--- src/rtl/pipeline_hazard_ctrl_pkg.sv ---
// ============================================================================
// pipeline_hazard_ctrl_pkg : state and control-bundle types for hazard control
// Revision: 1.0
// ============================================================================
`default_nettype none

package pipeline_hazard_ctrl_pkg;

    typedef enum logic [1:0] {
        HZ_RUN    = 2'd0,
        HZ_DRAIN  = 2'd1,
        HZ_HALTED = 2'd2
    } hz_state_e;

    // stall/flush bit order: [3]=IF_ID [2]=ID_EX [1]=EX_MEM [0]=MEM_WB
    typedef struct packed {
        logic       pc_write_en;
        logic [3:0] stall;
        logic [3:0] flush;
        logic       halted;
    } hz_ctrl_t;

    localparam hz_ctrl_t c_CTRL_NONE   = '{pc_write_en: 1'b0, stall: 4'b0000, flush: 4'b0000, halted: 1'b0};
    localparam hz_ctrl_t c_CTRL_RUN    = '{pc_write_en: 1'b1, stall: 4'b0000, flush: 4'b0000, halted: 1'b0};
    localparam hz_ctrl_t c_CTRL_DWAIT  = '{pc_write_en: 1'b0, stall: 4'b1111, flush: 4'b0000, halted: 1'b0};
    localparam hz_ctrl_t c_CTRL_MISP   = '{pc_write_en: 1'b1, stall: 4'b0000, flush: 4'b1100, halted: 1'b0};
    localparam hz_ctrl_t c_CTRL_LDUSE  = '{pc_write_en: 1'b0, stall: 4'b1000, flush: 4'b0100, halted: 1'b0};
    localparam hz_ctrl_t c_CTRL_JUMP   = '{pc_write_en: 1'b1, stall: 4'b0000, flush: 4'b1000, halted: 1'b0};
    localparam hz_ctrl_t c_CTRL_BUBBLE = '{pc_write_en: 1'b0, stall: 4'b0000, flush: 4'b1000, halted: 1'b0};
    localparam hz_ctrl_t c_CTRL_HALTED = '{pc_write_en: 1'b0, stall: 4'b1111, flush: 4'b0000, halted: 1'b1};

endpackage

`default_nettype wire

--- src/rtl/pipeline_hazard_ctrl_sat_counter.sv ---
// ============================================================================
// hazard_sat_counter : saturating up-counter with synchronous clear
// Revision: 1.0
// ============================================================================
`default_nettype none

module hazard_sat_counter #(
    parameter int CNT_W = 16
) (
    input  logic             clk,
    input  logic             i_inc,
    input  logic             i_clear,
    output logic [CNT_W-1:0] o_count
);

    logic [CNT_W-1:0] r_count;

    always_ff @(posedge clk) begin
        if (i_clear) begin
            r_count <= '0;
        end else if (i_inc && !(&r_count)) begin
            r_count <= r_count + {{(CNT_W-1){1'b0}}, 1'b1};
        end
    end

    assign o_count = r_count;

endmodule

`default_nettype wire

--- src/rtl/pipeline_hazard_ctrl.sv ---
// ============================================================================
// pipeline_hazard_ctrl : stall/flush/PC-enable generation and HLT drain FSM
// Revision: 1.0
// ============================================================================
`default_nettype none

module pipeline_hazard_ctrl
    import pipeline_hazard_ctrl_pkg::*;
#(
    parameter int CNT_W = 16,
    parameter int RA_W  = 2
) (
    input  logic             clk,
    input  logic             reset_n,
    input  logic [RA_W-1:0]  rs_ID,
    input  logic [RA_W-1:0]  rt_ID,
    input  logic             use_rs_ID,
    input  logic             use_rt_ID,
    input  logic             jump_ID,
    input  logic             is_halted_ID,
    input  logic             d_readM_EX,
    input  logic [RA_W-1:0]  write_reg_EX,
    input  logic             mispredict_EX,
    input  logic             i_req,
    input  logic             i_ready,
    input  logic             d_req_MEM,
    input  logic             d_ready,
    input  logic             is_halted_WB,
    output logic             pc_write_en,
    output logic             stall_IF_ID,
    output logic             stall_ID_EX,
    output logic             stall_EX_MEM,
    output logic             stall_MEM_WB,
    output logic             flush_IF_ID,
    output logic             flush_ID_EX,
    output logic             flush_EX_MEM,
    output logic             flush_MEM_WB,
    output logic             halted,
    output logic [CNT_W-1:0] stall_cnt,
    output logic [CNT_W-1:0] flush_cnt
);

    hz_state_e r_state;
    hz_state_e w_state_nxt;
    hz_ctrl_t  w_ctrl;
    logic      w_load_use;
    logic      w_d_wait;
    logic      w_i_wait;
    logic      w_stall_inc;
    logic      w_flush_inc;

    assign w_load_use = d_readM_EX &
                        ((use_rs_ID & (rs_ID == write_reg_EX)) |
                         (use_rt_ID & (rt_ID == write_reg_EX)));
    assign w_d_wait   = d_req_MEM & ~d_ready;
    assign w_i_wait   = i_req & ~i_ready;

    always_ff @(posedge clk) begin
        if (!reset_n) begin
            r_state <= HZ_RUN;
        end else begin
            r_state <= w_state_nxt;
        end
    end

    always_comb begin
        w_ctrl      = c_CTRL_RUN;
        w_state_nxt = r_state;
        unique case (r_state)
            HZ_RUN: begin
                if (w_d_wait) begin
                    w_ctrl = c_CTRL_DWAIT;
                end else if (mispredict_EX) begin
                    w_ctrl = c_CTRL_MISP;
                end else if (w_load_use) begin
                    w_ctrl = c_CTRL_LDUSE;
                end else if (jump_ID) begin
                    w_ctrl = c_CTRL_JUMP;
                end else if (w_i_wait) begin
                    w_ctrl = c_CTRL_BUBBLE;
                    if (is_halted_ID) w_state_nxt = HZ_DRAIN;
                end else begin
                    w_ctrl = c_CTRL_RUN;
                    if (is_halted_ID) w_state_nxt = HZ_DRAIN;
                end
            end
            HZ_DRAIN: begin
                // HLT reaching WB is older than the branch in EX, so it wins
                if (w_d_wait) begin
                    w_ctrl = c_CTRL_DWAIT;
                end else if (is_halted_WB) begin
                    w_ctrl      = c_CTRL_BUBBLE;
                    w_state_nxt = HZ_HALTED;
                end else if (mispredict_EX) begin
                    w_ctrl      = c_CTRL_MISP;
                    w_state_nxt = HZ_RUN;
                end else begin
                    w_ctrl = c_CTRL_BUBBLE;
                end
            end
            HZ_HALTED: begin
                w_ctrl = c_CTRL_HALTED;
            end
            default: begin
                w_ctrl      = c_CTRL_NONE;
                w_state_nxt = HZ_RUN;
            end
        endcase
        if (!reset_n) begin
            w_ctrl = c_CTRL_NONE;
        end
    end

    assign pc_write_en  = w_ctrl.pc_write_en;
    assign stall_IF_ID  = w_ctrl.stall[3];
    assign stall_ID_EX  = w_ctrl.stall[2];
    assign stall_EX_MEM = w_ctrl.stall[1];
    assign stall_MEM_WB = w_ctrl.stall[0];
    assign flush_IF_ID  = w_ctrl.flush[3];
    assign flush_ID_EX  = w_ctrl.flush[2];
    assign flush_EX_MEM = w_ctrl.flush[1];
    assign flush_MEM_WB = w_ctrl.flush[0];
    assign halted       = w_ctrl.halted;

    assign w_stall_inc = reset_n & ~w_ctrl.pc_write_en & (r_state != HZ_HALTED);
    assign w_flush_inc = reset_n & (|w_ctrl.flush);

    hazard_sat_counter #(.CNT_W(CNT_W)) u_stall_cnt (
        .clk     (clk),
        .i_inc   (w_stall_inc),
        .i_clear (~reset_n),
        .o_count (stall_cnt)
    );

    hazard_sat_counter #(.CNT_W(CNT_W)) u_flush_cnt (
        .clk     (clk),
        .i_inc   (w_flush_inc),
        .i_clear (~reset_n),
        .o_count (flush_cnt)
    );

endmodule

`default_nettype wire

--- config.mk ---
export PLATFORM = sky130hd
export DESIGN_NAME = pipeline_hazard_ctrl
export DESIGN_NICKNAME = d
export VERILOG_FILES = /design/src/rtl/pipeline_hazard_ctrl_pkg.sv /design/src/rtl/pipeline_hazard_ctrl_sat_counter.sv /design/src/rtl/pipeline_hazard_ctrl.sv
export SDC_FILE = /design/constraint.sdc
export NUM_CORES = 1
export LEC_CHECK = 0
export CORE_MARGIN = 1
export CORE_UTILIZATION = 35
export DETAILED_ROUTE_END_ITERATION = 10
export PLACE_DENSITY = 0.65
export SLEW_MARGIN = 25
export SYNTH_ARGS = -nofsm -noshare
export SYNTH_HDL_FRONTEND = slang
export SYNTH_HIERARCHICAL = 1
export SYNTH_SLANG_ARGS = --single-unit
--- constraint.sdc ---
create_clock -name clk -period 7.4 [get_ports clk]
set_clock_uncertainty 0.1 [all_clocks]
set_input_delay 0.74 -clock clk [delete_from_list [all_inputs] [get_ports clk]]
set_output_delay 0.74 -clock clk [all_outputs]
set_load 0.02 [all_outputs]
==> results of run 1 <==
critical path: cells and delay by family:
family          cells  cell delay [ns]
buf+inv             2             1.19
compound gates      2             0.41
simple gates        1             0.19
per-layer routing:
metal	GRT usage	vias to the layer above	part of all wire	routed length [µm]
met5	0	-	0	0
met4	0.06852	0	0.0095	45
met3	0.04419	4	0.055	261
met2	0.2675	58	0.47	2221
met1	0.2074	934	0.47	2208
li1	-	1011	-	-
stage by stage:
stage	power [mW]	cell area (µm²)	setup slack, ns	instances
after global placement	0.2431	2624	3.954	361
after detailed placement	0.2434	2624	3.866	361
final	0.4081	2733	4.031	369
after global routing	0.4285	2733	3.896	369
after floorplan	0.2224	2037	4.551	241
after CTS	0.4120	2733	4.017	369
layout by cell type (no fill, tap or decap), types with 2 or more instances in the layout:
master | netlist | final
a2111oi_0 | 2 | 2
a31oi_1 | 3 | 3
or4_1 | 6 | 6
clkdlybuf4s50_1 | 0 | 58
ha_1 | 2 | 2
and2b_2 | 2 | 2
mux2i_1 | 4 | 4
or2_2 | 2 | 2
inv_1 | 6 | 6
o41ai_1 | 2 | 2
nor4_1 | 6 | 6
o21ai_0 | 5 | 5
o21a_1 | 2 | 2
clkinv_2 | 0 | 2
and4_1 | 6 | 6
nand3_1 | 15 | 15
nand4_1 | 9 | 9
o31ai_1 | 8 | 8
nand2_1 | 17 | 17
a21oi_1 | 12 | 12
o311ai_0 | 2 | 2
xor2_1 | 2 | 2
xnor2_1 | 8 | 8
nor2b_1 | 7 | 7
o41ai_2 | 2 | 2
nand4_2 | 4 | 4
nand2b_1 | 2 | 2
or3_1 | 4 | 4
mux2_2 | 4 | 4
conb_1 | 1 | 2
dfxtp_1 | 34 | 34
o211ai_1 | 2 | 2
a211oi_1 | 2 | 2
nor3b_1 | 2 | 2
nor2_1 | 26 | 26
clkbuf_8 | 0 | 5
nor3_1 | 7 | 7
power by group through the flow:
stage	clock, mW	combinational, mW	sequential [mW]
3_5_place_dp	0	0.0512	0.192
5_1_grt	0.184	0.0560	0.189
6_report	0.169	0.0511	0.188
4_1_cts	0.173	0.0515	0.188
3_3_place_gp	0	0.0509	0.192
2_1_floorplan	0	0.0288	0.194
worst paths after layout:
check	end	start	depth (start not counted)
max reg2reg	u_stall_cnt/o_count[15]$_SDFFE_PP0P_	r_state[0]$_SDFFE_PN0P_	7
min reg2reg	u_stall_cnt/o_count[11]$_SDFFE_PP0P_	u_stall_cnt/o_count[11]$_SDFFE_PP0P_	1
max	pc_write_en	mispredict_EX	5
min	u_stall_cnt/o_count[11]$_SDFFE_PP0P_	u_stall_cnt/o_count[11]$_SDFFE_PP0P_	1
kinds of logic (layout without fill, tap and decap cells):
family | after synthesis | in the layout | share of synthesized area
DFF | 34 | 34 | 0.3348
muxes | 8 | 8 | 0.04185
adders and majority gates | 2 | 2 | 0.01231
AOI/OAI and AO/OA | 48 | 48 | 0.1760
and+or+nand+nor | 120 | 120 | 0.3341
buffers and inverters | 17 | 73 | 0.05600
xor gates and xnor gates | 10 | 10 | 0.04308
other | 1 | 2 | 0.001844
final cells by class:
| type | instances | area (µm²) |
|---|---|---|
| sequential | 34 | 680.7 |
| fill | 559 | 2808 |
| inverter | 6 | 22.52 |
| clock buffer | 5 | 68.82 |
| multi-input combinational | 190 | 1242 |
| clock inverter | 3 | 40.04 |
| timing repair buffer | 59 | 588.1 |
| tap | 72 | 90.09 |
flip-flops by register name (all words and copies together) (netlist names):
name,cells
r_state,2
u_stall_cnt/o_count,16
u_flush_cnt/o_count,16
==> out/qor.yml, run 1 <==
die:
  core_um2: 5540
  fp.dieW_um: 78.22
  die_y_um: 78.22
  rows: 27
  start_util: 0.3670
  io-pin-count: 61
  die_area_um2: 6118
pwr:
  sequentialPowerShare: 0.461
  power.leakage_nw: 0.9038
  p_switching_mw: 0.09866
  power_frac_comb: 0.125
  internal_power_mw: 0.3095
  peakVddDrop_mv: 0.06426
  p_per_area_nw_per_um2: 149.4
  power_frac_clock: 0.414
  switching_share: 0.2417
cts:
  hold_buffers: 0
  cts_tree: "yes"
  htree_levels: 2
  cts_resized: 0
  cts-buffers-inserted: 5
  post_cts_buffers: 0
  clk_latency_ns: 0.29
  clkTransAtPathRegs_ns: 0.07
  cts_sinks: 34
  cts_buffer_depth: 2
  cts_root_buf: "clkbuf_8"
setup_path:
  max_stage_delay_ns: 0.65
  cp_slowest_cell: "clkdlybuf4s50_1"
  start_kind: "primary input"
  crit_arrival_ns: 2.53
  critPathMaxFanout: 4
  regToRegSetupSlack_ns: 4.81
  cp-end-kind: "output pin"
  path_common_cell: "clkdlybuf4s50_1"
  cp_cell_sequence: "clkdlybuf4s50_1 > a21boi_0 > a31oi_2 > nor3_1 > clkdlybuf4s50_1"
  crit_type: "primary input to output pin"
  cp.required_ns: 6.56
grt:
  antenna_found_initial: 0
  grtUsageTotal: 0.1656
  grt_max_degree: 41
  grt_pass1_wl_mm: 8.176
  grt_pass1_vias: 1835
  overflow: 0
timing:
  finalSetupTns_ns: 0
  hold_slack_ns: 0.4323
  maxSlewViolCount: 0
  worst_slew_pin_slew_ns: 0.9052
  finalHoldViolCount: 0
  rsz0062_at_grt: "false"
  finalCritPeriodShare: 0.4552
  setup_viol: 0
  fmax_ghz: 0.2968
  relSlewSlack: 0.3910
  fin_crit_ns: 3.369
yosys:
  synthTopCellsByCount: "dfxtp_1, nor2_1, nand2_1"
  synthMostInstantiatedCell: "dfxtp_1"
  synth_top_cell_by_area: "dfxtp_1"
  ys.flop_type: "dfxtp_1"
  syn_inst: 240
  synth_cell_types: 49
  yosys_warnings: 6
  synthTopCellsByArea: "dfxtp_1, nor2_1, nand3_1"
  synth-edff-count: 0
  synth-seq-cells: 34
  seq_area_frac_synth: 0.3348
  syn_area_per_cell_um2: 8.472
  syn-cell-area_um2: 2033
  synth_top_area_share: 0.3348
  async_flop_share: 0
placed_design:
  gp_congestion: 0.7979
  io_buffers: 58
  dpl.hpwl_mm: 3.531
route:
  vias: 2007
  routedWlPerCell_um: 12.83
  dr.pass1.iters: 5
  via_per_inst: 5.439
  drc: 0
  antenna_left: 0
  drtIter0Drc: 112
  drt-total-wl_mm: 4.736
cells_and_area:
  area_delta_synth_final_pct: 34.40
  num_antenna_cells: 0
  final_nets: 317
  fin_util: 0.4932
  drive_above_1_share: 0.09764
run_status:
  status: "complete, no violations"
worst_hold_path:
  hold_class: "flip-flop to flip-flop"
run:
  max_cap_viol_count: 0
No activity file was read; power rests on OpenSTA's default activity.
==> inputs of run 2 (changes only) <==
--- a/config.mk
+++ b/config.mk
@@ -8,7 +8,7 @@
 export CORE_MARGIN = 1
 export CORE_UTILIZATION = 35
 export DETAILED_ROUTE_END_ITERATION = 10
-export PLACE_DENSITY = 0.65
+export PLACE_DENSITY = 0.68
 export SLEW_MARGIN = 25
 export SYNTH_ARGS = -nofsm -noshare
 export SYNTH_HDL_FRONTEND = slang
==> constraint.sdc (replaced) <==
create_clock -name clk -period 2.95 [get_ports clk]
set_clock_uncertainty 0.1 [all_clocks]
set_input_delay 0.295 -clock clk [delete_from_list [all_inputs] [get_ports clk]]
set_output_delay 0.295 -clock clk [all_outputs]
set_load 0.02 [all_outputs]
==> out/qor.yml, run 2 (same netlist as run 1, synthesis figures left out) <==
cells_and_area:
  num_antenna_cells: 0
  drive_above_1_share: 0.1184
  final_nets: 324
  final_area_um2: 2786
  multi_input_area_um2: 1242
  ff_latch_area_um2: 680.7
  area_delta_synth_final_pct: 37.05
  stdcell_count: 376
  final_cell_mix: "clkdlybuf4s50_1, dfxtp_1, nor2_1, nand2_1, nand3_1"
  nFillCells: 559
  layout_commonest_cell: "clkdlybuf4s50_1"
die:
  rows: 27
  io-pin-count: 61
  die_y_um: 78.22
  die_area_um2: 6118
  start_util: 0.3670
  fp.dieW_um: 78.22
  core_um2: 5540
cts:
  cts_root_buf: "clkbuf_8"
  clkTransAtPathRegs_ns: 0.07
  cts_sinks: 34
  cts-buffers-inserted: 5
  htree_levels: 2
  cts_resized: 0
  cts_buffer_depth: 2
  cts_tree: "yes"
  hold_buffers: 0
  post_cts_buffers: 0
  clk_latency_ns: 0.29
placed_design:
  pre_cts_slack_ns: 0.09004
  dpl.hpwl_mm: 3.662
  io_buffers: 58
  gp_congestion: 0.8230
  post_dp_cell_area_um2: 2676
  dp.cells: 368
timing:
  rsz0062_at_grt: "false"
  fin_ws_ns: 0.4129
  maxSlewViolCount: 0
  setup_viol: 0
  relSlewSlack: 0.3827
  worst_slew_pin_slew_ns: 0.9176
  finalHoldViolCount: 0
  finalSetupTns_ns: 0
  fmax_ghz: 0.3942
  finalCritPeriodShare: 0.8600
  fin_crit_ns: 2.537
run_status:
  status: "complete, no violations"
grt:
  antenna_found_initial: 0
  grt_pass1_vias: 1737
  grt_max_degree: 39
  grt_pass1_wl_mm: 8.086
  overflow: 0
  grtUsageTotal: 0.1641
pwr:
  power_frac_clock: 0.401
  peakVddDrop_mv: 0.1521
  total_power_mw: 1.008
  p_per_area_nw_per_um2: 361.6
  power.leakage_nw: 0.9371
  power_frac_comb: 0.130
  p_switching_mw: 0.2415
  switching_share: 0.2397
  internal_power_mw: 0.7661
  sequentialPowerShare: 0.469
route:
  dr.pass1.iters: 4
  routedWlPerCell_um: 12.82
  drc: 0
  vias: 2009
  via_per_inst: 5.343
  drt-total-wl_mm: 4.819
  drtIter0Drc: 190
  antenna_left: 0
setup_path:
  cp_slowest_cell: "clkdlybuf4s50_1"
  start_kind: "primary input"
  crit_arrival_ns: 2.62
  cp.required_ns: 3.03
  critPathMaxFanout: 7
  worst-path-buf-inv: 1
  max_stage_delay_ns: 0.51
  cp-end-kind: "flip-flop"
  cp_cell_sequence: "clkdlybuf4s50_1 > xnor2_1 > nand4_2 > a31oi_2 > o21a_1 > nand2_1 > or3_1 > nor4_1 > mux2_2"
  crit_type: "primary input to flip-flop"
  crit_family: "simple AND/OR/NAND/NOR gates"
worst_hold_path:
  hold_class: "flip-flop to flip-flop"
run:
  max_cap_viol_count: 0
[run 2: cell type report]
| class | instances | area share |
|---|---|---|
| Multi-Input combinational cell | 190 | 0.4459 |
| Inverter | 6 | 0.008083 |
| Clock buffer | 8 | 0.03952 |
| Tap cell | 72 | 0.03233 |
| Sequential cell | 34 | 0.2443 |
| Timing Repair Buffer | 66 | 0.2299 |
[run 2: per-layer routing]
metal  global-route usage  wire (µm)  share of wire  vias up
met4              0.06111         68          0.014        0
met2               0.2430       2119           0.44       64
li1                     -          -              -     1023
met1               0.2271       2367           0.49      917
met3              0.04186        264          0.055        5
met5                    0          0              0        -
[run 2: through the flow]
stage / hold WS, ns / utilization
after floorplan: 0.3592 / -
after global placement: 0.4038 / 0.4831
after detailed placement: 0.4213 / 0.4831
after CTS: 0.4357 / 0.5029
after global routing: 0.4500 / 0.5029
final: 0.4339 / 0.5029
[run 2: worst paths after layout]
check | from | to | slack (ns) | depth (start not counted)
setup / recovery | write_reg_EX[1] | u_stall_cnt/o_count[15]$_SDFFE_PP0P_ | 0.41 | 9
hold / removal | u_flush_cnt/o_count[11]$_SDFFE_PP0P_ | u_flush_cnt/o_count[11]$_SDFFE_PP0P_ | 0.43 | 1
setup reg to reg | r_state[0]$_SDFFE_PN0P_ | u_stall_cnt/o_count[15]$_SDFFE_PP0P_ | 0.53 | 7
hold reg to reg | u_flush_cnt/o_count[11]$_SDFFE_PP0P_ | u_flush_cnt/o_count[11]$_SDFFE_PP0P_ | 0.43 | 1
[run 2: power groups by stage]
stage	Sequential (mW)	Clock, mW	Combinational, mW
floorplan	0.486	0	0.0722
global placement	0.483	0	0.131
detailed placement	0.483	0	0.131
CTS	0.472	0.415	0.132
global route	0.473	0.440	0.144
finish	0.473	0.404	0.131
